`config.mk`:
```
export PLATFORM = sky130hd
export DESIGN_NAME = lsu_store_buffer
export DESIGN_NICKNAME = d
export VERILOG_FILES = /design/src/rtl/lsu_stb_pkg.sv /design/src/rtl/lsu_stb_fwd_search.sv /design/src/rtl/lsu_store_buffer.sv
export SDC_FILE = /design/constraint.sdc
export NUM_CORES = 1
export LEC_CHECK = 0
export ABC_AREA = 1
export CAP_MARGIN = 20
export CELL_PAD_IN_SITES_DETAIL_PLACEMENT = 0
export CELL_PAD_IN_SITES_GLOBAL_PLACEMENT = 1
export CORE_UTILIZATION = 37
export DETAILED_ROUTE_END_ITERATION = 16
export PLACE_DENSITY = 0.82
export SLEW_MARGIN = 20
export SYNTH_ARGS = -nofsm -noshare
export SYNTH_HDL_FRONTEND = slang
export SYNTH_SLANG_ARGS = --single-unit
```
`constraint.sdc`:
```
create_clock -name clk -period 10.1 [get_ports clk]
set_input_delay 2.525 -clock clk [delete_from_list [all_inputs] [get_ports clk]]
set_output_delay 2.525 -clock clk [all_outputs]
set_load 0.03 [all_outputs]
```
`src/rtl/lsu_stb_pkg.sv`:
```
// Shared types for the LSU store buffer: entry layout, drain FSM states and address matching.
// Latency: n/a (types and a pure function only).
// Backpressure: n/a.
package lsu_stb_pkg;

   // Storage widths of one buffered store. Instances whose ADDR_W/DATA_W exceed
   // these would be truncated, so widen them here first if a wider LSU is built.
   localparam int STB_ADDR_W = 32;
   localparam int STB_DATA_W = 32;
   localparam int STB_SEL_W  = STB_DATA_W / 8;

   typedef struct packed {
      logic [STB_ADDR_W-1:0] addr;
      logic [STB_DATA_W-1:0] wdata;
      logic [STB_SEL_W-1:0]  sel;
      logic                  valid;
   } stb_entry_t;

   typedef enum logic {
      DR_IDLE = 1'b0,
      DR_REQ  = 1'b1
   } drain_state_t;

   // Byte offset within the word is ignored: stores and loads match per word.
   localparam logic [STB_ADDR_W-1:0] WORD_MASK = {{(STB_ADDR_W-2){1'b1}}, 2'b00};

   function automatic logic word_match(input logic [STB_ADDR_W-1:0] a,
                                       input logic [STB_ADDR_W-1:0] b);
      return ((a ^ b) & WORD_MASK) == '0;
   endfunction

endpackage

```
`src/rtl/lsu_stb_fwd_search.sv`:
```
// Youngest-first store-to-load forwarding search over the store buffer entries.
// Latency: combinational, results valid in the same cycle as ld_req.
// Backpressure: partial overlap raises ld_stall so the load retries later.
//
// Ports:
//   ents      in   entry array (circular, oldest at head_idx)
//   head_idx  in   index of the oldest entry
//   ld_req / ld_addr / ld_sel   in   load lookup
//   fwd_hit / fwd_data / ld_stall  out  lookup result
module lsu_stb_fwd_search
   import lsu_stb_pkg::*;
#(
   parameter int DEPTH  = 4,
   parameter int ADDR_W = 32,
   parameter int DATA_W = 32,
   parameter int IDX_W  = $clog2(DEPTH)
) (
   input  stb_entry_t          ents [DEPTH],
   input  logic [IDX_W-1:0]    head_idx,
   input  logic                ld_req,
   input  logic [ADDR_W-1:0]   ld_addr,
   input  logic [DATA_W/8-1:0] ld_sel,
   output logic                fwd_hit,
   output logic [DATA_W-1:0]   fwd_data,
   output logic                ld_stall
);

   logic [IDX_W-1:0]      idx;
   logic                  found;
   logic                  covers;
   logic [STB_DATA_W-1:0] match_data;

   // Walk from oldest to youngest; a later (younger) match overwrites an older
   // one, which gives youngest-match priority without a priority encoder.
   always_comb begin
      idx        = '0;
      found      = 1'b0;
      covers     = 1'b0;
      match_data = '0;
      for (int k = 0; k < DEPTH; k++) begin
         idx = head_idx + IDX_W'(k);
         if (ents[idx].valid && word_match(ents[idx].addr, STB_ADDR_W'(ld_addr))) begin
            found      = 1'b1;
            covers     = ((ents[idx].sel & STB_SEL_W'(ld_sel)) == STB_SEL_W'(ld_sel));
            match_data = ents[idx].wdata;
         end
      end
   end

   assign fwd_hit  = ld_req & found & covers;
   assign ld_stall = ld_req & found & ~covers;
   assign fwd_data = fwd_hit ? DATA_W'(match_data) : '0;

endmodule

```
`src/rtl/lsu_store_buffer.sv`:
```
// Store buffer between LSU and D-cache: DEPTH-entry FIFO, in-order drain, load forwarding, fence drain.
// Latency: store ack one cycle after accept; drain req one cycle after the buffer becomes non-empty.
// Backpressure: stall (comb) when full on the registered count or while flush_req is high.
//
// Ports:
//   clk, rst                       clock, async active-high reset
//   lsu2stb_req/addr/wdata/sel     store request; stb2lsu_ack (registered), stb2lsu_stall (comb)
//   lsu2stb_ld_req/ld_addr/ld_sel  load lookup; stb2lsu_fwd_hit/fwd_data/ld_stall
//   lsu2stb_flush_req              fence; stb2lsu_flush_done when empty and drain idle
//   stb2dcache_req/addr/wdata/sel  head-entry drain request, dcache2stb_ack pops it
//   stb_empty, stb_full, stb_count status
module lsu_store_buffer
   import lsu_stb_pkg::*;
#(
   parameter int DEPTH  = 4,
   parameter int ADDR_W = 32,
   parameter int DATA_W = 32
) (
   input  logic                   clk,
   input  logic                   rst,
   input  logic                   lsu2stb_req,
   input  logic [ADDR_W-1:0]      lsu2stb_addr,
   input  logic [DATA_W-1:0]      lsu2stb_wdata,
   input  logic [DATA_W/8-1:0]    lsu2stb_sel,
   output logic                   stb2lsu_ack,
   output logic                   stb2lsu_stall,
   input  logic                   lsu2stb_ld_req,
   input  logic [ADDR_W-1:0]      lsu2stb_ld_addr,
   input  logic [DATA_W/8-1:0]    lsu2stb_ld_sel,
   output logic                   stb2lsu_fwd_hit,
   output logic [DATA_W-1:0]      stb2lsu_fwd_data,
   output logic                   stb2lsu_ld_stall,
   input  logic                   lsu2stb_flush_req,
   output logic                   stb2lsu_flush_done,
   output logic                   stb2dcache_req,
   output logic [ADDR_W-1:0]      stb2dcache_addr,
   output logic [DATA_W-1:0]      stb2dcache_wdata,
   output logic [DATA_W/8-1:0]    stb2dcache_sel,
   input  logic                   dcache2stb_ack,
   output logic                   stb_empty,
   output logic                   stb_full,
   output logic [$clog2(DEPTH):0] stb_count
);

   localparam int IDX_W = $clog2(DEPTH);
   localparam int PTR_W = IDX_W + 1;

   stb_entry_t       entries [DEPTH];
   logic [PTR_W-1:0] wr_ptr;
   logic [PTR_W-1:0] rd_ptr;
   logic [IDX_W-1:0] wr_idx;
   logic [IDX_W-1:0] rd_idx;
   drain_state_t     state;
   drain_state_t     state_nxt;
   logic             drain_req;
   logic             accept;
   logic             pop;

   assign wr_idx = wr_ptr[IDX_W-1:0];
   assign rd_idx = rd_ptr[IDX_W-1:0];

   // Extra pointer MSB is the wrap bit: same index with differing wrap bits is full.
   assign stb_empty = (wr_ptr == rd_ptr);
   assign stb_full  = (wr_ptr[PTR_W-1] != rd_ptr[PTR_W-1]) && (wr_idx == rd_idx);
   assign stb_count = wr_ptr - rd_ptr;

   // Full comes from registered pointers, so a same-cycle pop never frees a slot
   // for a store in that cycle; this keeps stall off the dcache ack path.
   assign accept        = lsu2stb_req & ~stb_full & ~lsu2stb_flush_req;
   assign stb2lsu_stall = lsu2stb_req & (stb_full | lsu2stb_flush_req);
   assign pop           = drain_req & dcache2stb_ack;

   assign stb2lsu_flush_done = lsu2stb_flush_req & stb_empty & (state == DR_IDLE);

   always_ff @(posedge clk or posedge rst) begin
      if (rst) begin
         wr_ptr      <= '0;
         rd_ptr      <= '0;
         stb2lsu_ack <= 1'b0;
         state       <= DR_IDLE;
         for (int k = 0; k < DEPTH; k++) begin
            entries[k] <= '0;
         end
      end else begin
         stb2lsu_ack <= accept;
         state       <= state_nxt;
         // Accept and pop never target the same slot: accept needs ~full, pop needs ~empty
         // and the slots only coincide in those two cases.
         if (accept) begin
            entries[wr_idx] <= '{addr:  STB_ADDR_W'(lsu2stb_addr),
                                 wdata: STB_DATA_W'(lsu2stb_wdata),
                                 sel:   STB_SEL_W'(lsu2stb_sel),
                                 valid: 1'b1};
            wr_ptr <= wr_ptr + PTR_W'(1);
         end
         if (pop) begin
            entries[rd_idx].valid <= 1'b0;
            rd_ptr                <= rd_ptr + PTR_W'(1);
         end
      end
   end

   // Drain FSM: request stays up back-to-back while more than the head remains.
   always_comb begin
      state_nxt = state;
      drain_req = 1'b0;
      case (state)
         DR_IDLE: begin
            if (!stb_empty) begin
               state_nxt = DR_REQ;
            end
         end
         DR_REQ: begin
            drain_req = 1'b1;
            if (dcache2stb_ack) begin
               state_nxt = (stb_count > PTR_W'(1)) ? DR_REQ : DR_IDLE;
            end
         end
         default: state_nxt = DR_IDLE;
      endcase
   end

   assign stb2dcache_req   = drain_req;
   assign stb2dcache_addr  = drain_req ? ADDR_W'(entries[rd_idx].addr)      : '0;
   assign stb2dcache_wdata = drain_req ? DATA_W'(entries[rd_idx].wdata)     : '0;
   assign stb2dcache_sel   = drain_req ? (DATA_W/8)'(entries[rd_idx].sel)   : '0;

   lsu_stb_fwd_search #(
      .DEPTH  (DEPTH),
      .ADDR_W (ADDR_W),
      .DATA_W (DATA_W)
   ) u_fwd_search (
      .ents     (entries),
      .head_idx (rd_idx),
      .ld_req   (lsu2stb_ld_req),
      .ld_addr  (lsu2stb_ld_addr),
      .ld_sel   (lsu2stb_ld_sel),
      .fwd_hit  (stb2lsu_fwd_hit),
      .fwd_data (stb2lsu_fwd_data),
      .ld_stall (stb2lsu_ld_stall)
   );

endmodule

```
==> impl_metrics.json <==
{
  "status": "complete, no violations",
  "routed_wl_um": 71700,
  "crit_path_max_incr_delay_ns": 0.99,
  "cts_buffer_depth": 3,
  "syn-cell-area_sq_um": 20300,
  "clock-root-buffer": "clkbuf_16",
  "placedCellCount": 3879,
  "clk_pin_slew_ns": 0.05,
  "ys_seq_area_frac": 0.351,
  "critPathSlowestCell": "dfrtp_4",
  "fin_util": 0.442,
  "critical_path.startpoint_type": "register",
  "fin_setup_tns_ns": 0,
  "critPathRequiredTime_ns": 7.58,
  "fin_crit_sh": 0.882,
  "fmax_mhz": 112,
  "grt_pass1_wl_um": 113000,
  "final_common_cell": "nand2_1",
  "m1WireLength_um": 30900,
  "finalCriticalPeriod_ns": 8.90,
  "nets": 3343,
  "drc": 0,
  "die_width_um": 236,
  "wl_met2_um": 33600,
  "die_y_um": 236,
  "cp_num_buf_inv": 5,
  "synthesis.nets": 3251,
  "io_pins": 221,
  "grtUsageTotal": 0.256,
  "path_cells": "inv_4 > ha_4 > buf_4 > nand3_1 > nand3_1 > nand2_1 > nor2_1 > nand2_1 > nor2_1 > nand2_1 > nor2_4 > inv_2 > buf_4 > nand3_1 > nand2_1 > nand2_1 > nand2_1 > nand2_2 > nor2_1 > clkdlybuf4s50_1",
  "ant_nets": 0,
  "vias_per_cell": 5.34,
  "endpoint_kind": "output pin",
  "cts_max_level": 2,
  "yosys_warnings": 0,
  "finalHoldViolations": 0,
  "cp_top_family": "simple AND/OR/NAND/NOR gates",
  "rows": 85,
  "avgSynthCellArea_sq_um": 6.48,
  "finalSetupViolations": 0,
  "fin_skew_ns": 0.0253,
  "wl_met3_um": 4730,
  "grt_pass1_vias": 20383,
  "grt_max_degree": 106,
  "ctsHoldBuffers": 0,
  "p_sw_w": 0.00504,
  "routed.top_layer": "met5",
  "cts-buffers-inserted": 37,
  "place.detailed.hpwl_um": 46400,
  "cts_num_sinks": 284,
  "drt-pass1-iter-count": 6,
  "power.total_w": 0.00956,
  "maxSlewHeadroom": 0.331,
  "vias": 21042,
  "io_buffers": 218,
  "pwr-share-seq": 0.222,
  "area_growth_pct": 17.8,
  "drv_slew": 0,
  "cts_tree": "built",
  "overflow": 0,
  "arrival_ns": 6.38,
  "synth-seq-cells": 284,
  "p_comb_frac": 0.646,
  "power_switching_share": 0.527,
  "critPathMaxFanout": 87,
  "worstHoldPathType": "reg -> reg",
  "antenna_found_initial": 9,
  "multiInputGateArea_sq_um": 11600,
  "layout-drive-gt1-share": 0.0635,
  "wire_per_inst_um": 18.2,
  "power_frac_clock": 0.132,
  "core_sq_um": 54000,
  "finalWeightedCongestion": 0.912,
  "rsz0062_at_grt": "false",
  "start_util": 0.375,
  "p_leak_nw": 11.4,
  "clk_latency_ns": 0.56,
  "seq_area_sq_um": 7110,
  "drt-initial-drc-count": 1719,
  "fillers": 5542,
  "ir_worst_vdd_mv": 0.278,
  "postCtsSetupRepairBufs": 0,
  "synthCells": 3130,
  "internal_power_w": 0.00452,
  "tightest_slew_ns": 1.00,
  "synth_cell_types": 34,
  "critical_path_class": "reg -> out",
  "final_cell_mix": "1174 x nand2_1, 379 x o21ai_0, 344 x nand3_1, 282 x dfrtp_1, 218 x clkdlybuf4s50_1",
  "final_cells": 3944,
  "cap_violations": 0,
  "cts_resized": 0,
  "powerDensity_nw_per_um2": 400,
  "dieArea_sq_um": 55700,
  "cpMostUsedCell": "nand2_1"
}
-- synth_stat cells --
cell      count  area share
and3_1        1     0.00031
nor2_1      220       0.041
nor2_2        1     0.00031
fa_1          1     0.00099
nand2_1    1175        0.22
xor2_1       24       0.010
nor3_1        1     0.00025
a22o_1        2     0.00086
nand2_2       1     0.00031
buf_2        63       0.016
clkbuf_1     84       0.016
mux2i_1      26       0.013
o211ai_1      4      0.0015
o22ai_1       1     0.00031
and2_1        1     0.00031
o31ai_1       1     0.00037
a21oi_1     111       0.027
xnor2_1       2     0.00086
o21ai_1      13      0.0032
o21ai_0     379       0.094
a31oi_1       2     0.00062
buf_4        13      0.0048
inv_1       208       0.039
nand3_1     344       0.085
buf_1        34      0.0063
clkinv_1      2     0.00037
ha_1         10      0.0062
nor2_4        2      0.0011
mux2_2      109       0.061
nand4_1       1     0.00031
inv_2         6      0.0011
dfrtp_1     284        0.35
nor3_2        1     0.00049
nand3b_1      3      0.0011
-- final cells by class --
type                            count  area share
Multi-Input combinational cell   2436       0.484
Sequential cell                   284       0.298
Timing Repair Buffer              247       0.101
Clock buffer                       59      0.0460
Tap cell                          696      0.0365
Inverter                          216      0.0345
Clock inverter                      1    0.000681
Antenna cell                        5    0.000524
-- worst register-to-register path, delay by kind of cell, from the launching register on --
family | cells | cell delay, ns
buf+inv | 3 | 2.22
simple gates | 3 | 1.04
flops | 1 | 0.99
fa+ha+maj | 1 | 0.43
compound gates | 1 | 0.24
-- path summary, 6_finish.rpt --
check / startpoint / endpoint / slack (ns) / depth (start not counted)
min in group asynchronous: rst / async pin / 2.37 / 2
max: rd_ptr[0] / stb2lsu_fwd_data[12] / 1.20 / 20
min: register / register / 0.48 / 2
max in group asynchronous: rst / async pin / 6.39 / 3
min reg2reg: register / register / 0.48 / 2
max reg2reg: rd_ptr[0] / register / 5.01 / 8
-- cell families (layout without fill, tap and decap cells) --
logic type,after synthesis,in the layout,share of synthesized area
multiplexers,135,135,0.0734
XOR/XNOR,26,26,0.0112
flip-flops,284,284,0.351
buffers and inverters,410,523,0.0822
AND/OR/NAND/NOR,1751,1751,0.348
other,0,5,0
AO/OA/AOI/OAI,513,513,0.128
adder cells (fa/ha/maj),11,11,0.00716
-- through the flow --
step           hold slack [ns]  setup WS [ns]  instance area [sq um]
4_1_cts                  0.485           1.17                  23900
3_5_place_dp             0.470           1.20                  22800
5_1_grt                  0.512          0.658                  23900
6_report                 0.479           1.20                  23900
3_3_place_gp             0.456           1.21                  22800
2_1_floorplan            0.444           3.45                  20300
-- layer usage --
layer	vias up	track usage
met3	148	0.0353
met2	765	0.428
met5	-	0
met1	9854	0.332
li1	10267	-
met4	8	0.102
-- power groups by stage --
stage	registers, W	logic, W	clock network [W]
CTS	0.00211	0.00615	0.00130
finish	0.00212	0.00617	0.00126
detailed placement	0.00212	0.00612	0
global placement	0.00209	0.00603	0
floorplan	0.00198	0.00441	0
global route	0.00220	0.00690	0.00133
Note: power is estimated with default switching activity, not from simulation.
